$ cat src/rtl/counter_timer_scheduler.sv
// Round-robin scheduler that time-shares one 32-bit up/down counter between
// NUM_REQ one-shot delay requesters: load twice, settle, run to wrap, pulse done.
module counter_timer_scheduler #(
    parameter int NUM_REQ = 4
) (
    input  logic                   clk,
    input  logic                   reset,
    input  logic [NUM_REQ-1:0]     req,
    input  logic [32*NUM_REQ-1:0]  period_flat,
    output logic [NUM_REQ-1:0]     grant,
    output logic [NUM_REQ-1:0]     done,
    output logic                   busy,
    output logic                   ctr_load,
    output logic                   ctr_up_down,
    output logic [31:0]            ctr_load_value,
    input  logic [31:0]            ctr_count,
    input  logic                   ctr_interrupt
);
    localparam int              IW   = $clog2(NUM_REQ);
    localparam logic [IW:0]     NR   = (IW+1)'(NUM_REQ);
    localparam logic [IW-1:0]   LAST = IW'(NUM_REQ - 1);

    typedef enum logic [2:0] {IDLE, LOAD1, LOAD2, SETTLE, RUN, DONE} state_t;

    state_t         state;
    logic [IW-1:0]  rr_ptr;
    logic [IW-1:0]  owner;
    logic [IW-1:0]  pick;
    logic           found;
    logic [IW:0]    cand;
    logic [31:0]    period [NUM_REQ];
    logic [31:0]    pick_value;
    logic           load_mismatch_unused;

    always_comb begin
        for (int i = 0; i < NUM_REQ; i++) begin
            period[i] = period_flat[32*i +: 32];
        end
    end

    // Scan from the top down so the lowest offset from rr_ptr is assigned last.
    always_comb begin
        found = 1'b0;
        pick  = '0;
        cand  = '0;
        for (int i = NUM_REQ - 1; i >= 0; i--) begin
            cand = {1'b0, rr_ptr} + (IW+1)'(i);
            if (cand >= NR) cand = cand - NR;
            if (req[cand[IW-1:0]]) begin
                found = 1'b1;
                pick  = cand[IW-1:0];
            end
        end
    end

    // Start value is 0xFFFFFFFF - P; P = all-ones is clamped so the run still ends.
    assign pick_value = (period[pick] == 32'hFFFF_FFFF) ? 32'h0000_0001 : ~period[pick];

    assign busy = (state != IDLE);

    // Debug observation of the counter: after the two load cycles count must hold the start value.
    assign load_mismatch_unused = (state == SETTLE) && (ctr_count != ctr_load_value);

    always_ff @(posedge clk) begin
        if (reset) begin
            state          <= IDLE;
            grant          <= '0;
            done           <= '0;
            ctr_load       <= 1'b0;
            ctr_up_down    <= 1'b0;
            ctr_load_value <= '0;
            rr_ptr         <= '0;
            owner          <= '0;
        end else begin
            done <= '0;
            case (state)
                IDLE: begin
                    ctr_load    <= 1'b0;
                    ctr_up_down <= 1'b0;
                    grant       <= '0;
                    if (found) begin
                        grant          <= NUM_REQ'(1) << pick;
                        owner          <= pick;
                        ctr_load_value <= pick_value;
                        ctr_load       <= 1'b1;
                        rr_ptr         <= (pick == LAST) ? '0 : pick + 1'b1;
                        state          <= LOAD1;
                    end
                end
                LOAD1: state <= LOAD2;
                LOAD2: begin
                    ctr_load    <= 1'b0;
                    ctr_up_down <= 1'b1;
                    state       <= SETTLE;
                end
                // Interrupt here still reflects the pre-load count, so it is not looked at.
                SETTLE: state <= RUN;
                RUN: begin
                    if (ctr_interrupt) begin
                        done  <= grant;
                        state <= DONE;
                    end else if (!req[owner]) begin
                        grant       <= '0;
                        ctr_up_down <= 1'b0;
                        state       <= IDLE;
                    end
                end
                DONE: begin
                    grant       <= '0;
                    ctr_up_down <= 1'b0;
                    state       <= IDLE;
                end
                default: state <= IDLE;
            endcase
        end
    end
endmodule

$ cat config.mk
export PLATFORM = sky130hd
export DESIGN_NAME = counter_timer_scheduler
export DESIGN_NICKNAME = d
export VERILOG_FILES = /design/src/rtl/counter_timer_scheduler.sv
export SDC_FILE = /design/constraint.sdc
export NUM_CORES = 1
export LEC_CHECK = 0
export CAP_MARGIN = 20
export CORE_MARGIN = 2
export CORE_UTILIZATION = 36
export CTS_CLUSTER_DIAMETER = 60
export CTS_CLUSTER_SIZE = 20
export DETAILED_ROUTE_END_ITERATION = 12
export GPL_TIMING_DRIVEN = 0
export PLACE_DENSITY = 0.81
export SETUP_SLACK_MARGIN = 0.15
export SYNTH_ARGS = -nofsm -noshare
export SYNTH_HDL_FRONTEND = slang
export SYNTH_SLANG_ARGS = --single-unit
$ cat constraint.sdc
create_clock -name clk -period 3.4 [get_ports clk]
set_input_delay 0.51 -clock clk [delete_from_list [all_inputs] [get_ports clk]]
set_output_delay 0.51 -clock clk [all_outputs]
set_load 0.01 [all_outputs]
==> metrics.csv <==
stage,metric,value,unit
critical_path,worst_r2r_endpoint,ctr_load_value[0],
floorplan,core_area,0.00859,sq mm
floorplan,die_x,97.5,um
floorplan,fp-row-count,34,
global_route,antenna_found_initial,0,
min_path,min_from,owner[0],
placed_design,pre_cts_ws,-0.176,ns
min_path,hold_end,owner[0],
critical_path,r2r_cells,11,
synthesis,async_flop_share,0,%
finish,final_cell_count_no_fill,706,
finish,multi_input_area,0.00193,sq mm
critical_path,required,3.63,ns
sta,min_period_over_period,89.2,%
run_status,status,"finished, final reports clean",
synthesis,ys_types,38,
clocking,cts_made_buffers,5,
synthesis,seq_area_frac_synth,31.2,%
critical_path,r2r_start,rr_ptr[1],
critical_path,worstSetupStartpointType,input pin,
clocking,clockBufferDepth,2,
synthesis,yosysWarnings,0,
critical_path,endpoint_kind,register,
critical_path,slowest_delay,0.58,ns
synthesis,synth_top_cell_by_area,dfxtp_1,
finish,area_growth,64.8,%
critical_path,worstPathCellList,clkdlybuf4s50_1 > nor2_1 > or3_1 > buf_6 > clkinv_8 > buf_4 > a211oi_1 > nor4_1 > nand4_1 > or4_1 > a211oi_2,
sta,maxSlewViolCount,0,
clocking,cts_tree,done,
critical_path,cp_slowest_cell,clkdlybuf4s50_1,
finish,fillers,788,
route,vias_per_cell,5.64,
sta,worst_pin_slew,0.640,ns
sta,rsz0062_at_grt,false,
synthesis,syn_area,0.00315,sq mm
synthesis,synth_area_leaders,"dfxtp_1 (31%), a211oi_1 (15%), and3_1 (13%), nor3_1 (11%), nor2_1 (5.8%)",
sta,max_freq,330,MHz
sta,setup_violations,0,
global_route,track_usage,25.7,%
clocking,cts_sinks,49,
floorplan,die_height,97.5,um
floorplan,start_util,36.6,%
sta,finalHoldViolCount,0,
pwr,vdd_drop_max,0.000238,V
floorplan,die-area,0.00950,sq mm
finish,layout.nets,768,
clocking,cts.reportedPaths.clkPinSlew,0.11,ns
synthesis,synth_edf_count,0,
route,drc,0,
sta,finClkSkew,0.0123,ns
sta,fin_crit,3.03,ns
placed_design,portBuffers,176,
global_route,grt_max_degree,19,
clocking,htreeDepth,2,
synthesis,ys.flop_type,dfxtp_1,
floorplan,num_io_pins,210,
global_route,grt_pass1_vias,3918,
route,drtIter0Drc,238,
clocking,clkLatencyLatePin,0.32,ns
placed_design,dp.cells,698,
route,vias,3983,
critical_path,rrSetupSlack,0.49,ns
route,final_antenna_net_count,0,
pwr,cellPowerDensity,465,mW/mm^2
sta,max-slew-margin-rel,57.1,%
critical_path,worstPathMaxFanout,11,
clocking,root_buffer,clkbuf_8,
route,routed_wl,12.6,mm
clocking,cts_setup_buffers,0,
synthesis,synthCells,414,
clocking,cts_hold_buf,0,
run,drv_cap,0,
min_path,hold_path.class,reg -> reg,
placed_design,post-dp-hpwl,10.3,mm
critical_path,critPathKind,in -> reg,
sta,setup_slack,0.366,ns
min_path,whs_path_depth,2,
finish,regArea,981,sq um
route,dr.pass1.iters,4,
global_route,grt_overflow,0,
global_route,grt_pass1_wl,19.6,mm
finish,post-route-util,60.3,%
synthesis,synth_top_area_share,31.2,%
finish,layout-drive-gt1-share,7.86,%
finish,diodes,0,
synthesis,syn_nets,585,
synthesis,ys_ff_latch,49,
pwr,power.leakage,2.10,nW
critical_path,crit_arrival,3.27,ns
route,wl_per_cell,17.9,um
placed_design,place_congestion,0.859,
synthesis,syn_area_per_cell,7.60,sq um
pwr,p_total,2.41,mW
-- critical path, delay by kind of cell --
family / cells / cell delay (ns)
buffers and inverters: 4 / 1.02
AOI/OAI and AO/OA: 2 / 0.28
and+or+nand+nor: 5 / 1.44
-- logic make-up (layout without fill, tap and decap cells) --
group	after synthesis	count (layout)	synth area share [%]
muxes	2	2	1.03
AOI/OAI and AO/OA	87	87	20.4
xor gates and xnor gates	1	1	0.278
DFF	49	49	31.2
and+or+nand+nor	224	224	37.7
adders and majority gates	4	4	1.59
buffers and inverters	47	231	7.80
-- power breakdown --
part           internal, mW  leakage (nW)  total [mW]  switching [mW]
Clock                 0.155        0.0506       0.385           0.230
Combinational         0.613          1.64        1.28           0.669
Sequential            0.675         0.405       0.741          0.0665
-- per-layer routing --
layer,wire length (um),vias up,track usage (%)
li1,-,1915,-
met1,4810,1856,30.2
met2,6420,189,46.3
met3,1070,23,5.40
met4,314,0,8.87
met5,0,-,0
-- stage by stage --
stage | setup TNS, ns | hold slack [ns] | area [sq um]
detailed placement | -0.176 | 0.470 | 5040
floorplan | 0 | 0.441 | 3150
global placement | -0.143 | 0.465 | 5040
global route | 0 | 0.516 | 5180
CTS | 0 | 0.485 | 5140
finish | 0 | 0.485 | 5180
-- sequential cells by signal (all words and copies together) (netlist names) --
name	cells
ctr_up_down	1
ctr_load_value	32
done	4
grant	4
rr_ptr	2
state	3
owner	2
ctr_load	1
-- placed cells by master, fill, tap and decap left out, drive strengths merged, types with 6 or more instances in the layout --
master           n
a211oi          65
a21oi           13
and3            64
buf             14
clkbuf          33
clkdlybuf4s50  173
dfxtp           49
inv              6
nand2           12
nor2            49
nor3            66
nor4            17
-- what timing repair did --
action	4_1_cts	5_1_grt
cloned	0	0
pin swaps	0	8
gates resized for setup	1	28
endpoints found under the setup margin	1	1
-- worst max-delay path by stage --
| stage | depth (start not counted) | startpoint | slack (ns) | end |
|---|---|---|---|---|
| 2_1_floorplan | 11 | req[2] | 0.90 | ctr_load_value[0] |
| 3_3_place_gp | 11 | req[2] | -0.14 | ctr_load_value[0] |
| 3_5_place_dp | 11 | req[2] | -0.18 | ctr_load_value[0] |
| 4_1_cts | 11 | req[2] | 0.17 | ctr_load_value[0] |
| 5_1_grt | 10 | req[3] | 0.29 | ctr_load_value[0] |
| 6_report | 11 | req[3] | 0.37 | ctr_load_value[0] |
-- layout make-up --
cell class                      count  area share (%)
Multi-Input combinational cell    318            37.3
Timing Repair Buffer              176            34.1
Sequential cell                    49            18.9
Buffer                             42            4.56
Tap cell                          108            2.61
Clock buffer                        5            1.33
Inverter                            5           0.604
Clock inverter                      3           0.555
-- Yosys cell counts, types with 11 or more instances --
| cell type | n |
|---|---|
| nand2_1 | 11 |
| nor4_1 | 15 |
| and3_1 | 64 |
| buf_2 | 11 |
| a21oi_1 | 13 |
| nor3_1 | 66 |
| a211oi_1 | 61 |
| nor2_1 | 49 |
| clkbuf_1 | 25 |
| dfxtp_1 | 49 |
Note: power is estimated with default switching activity, not from simulation.
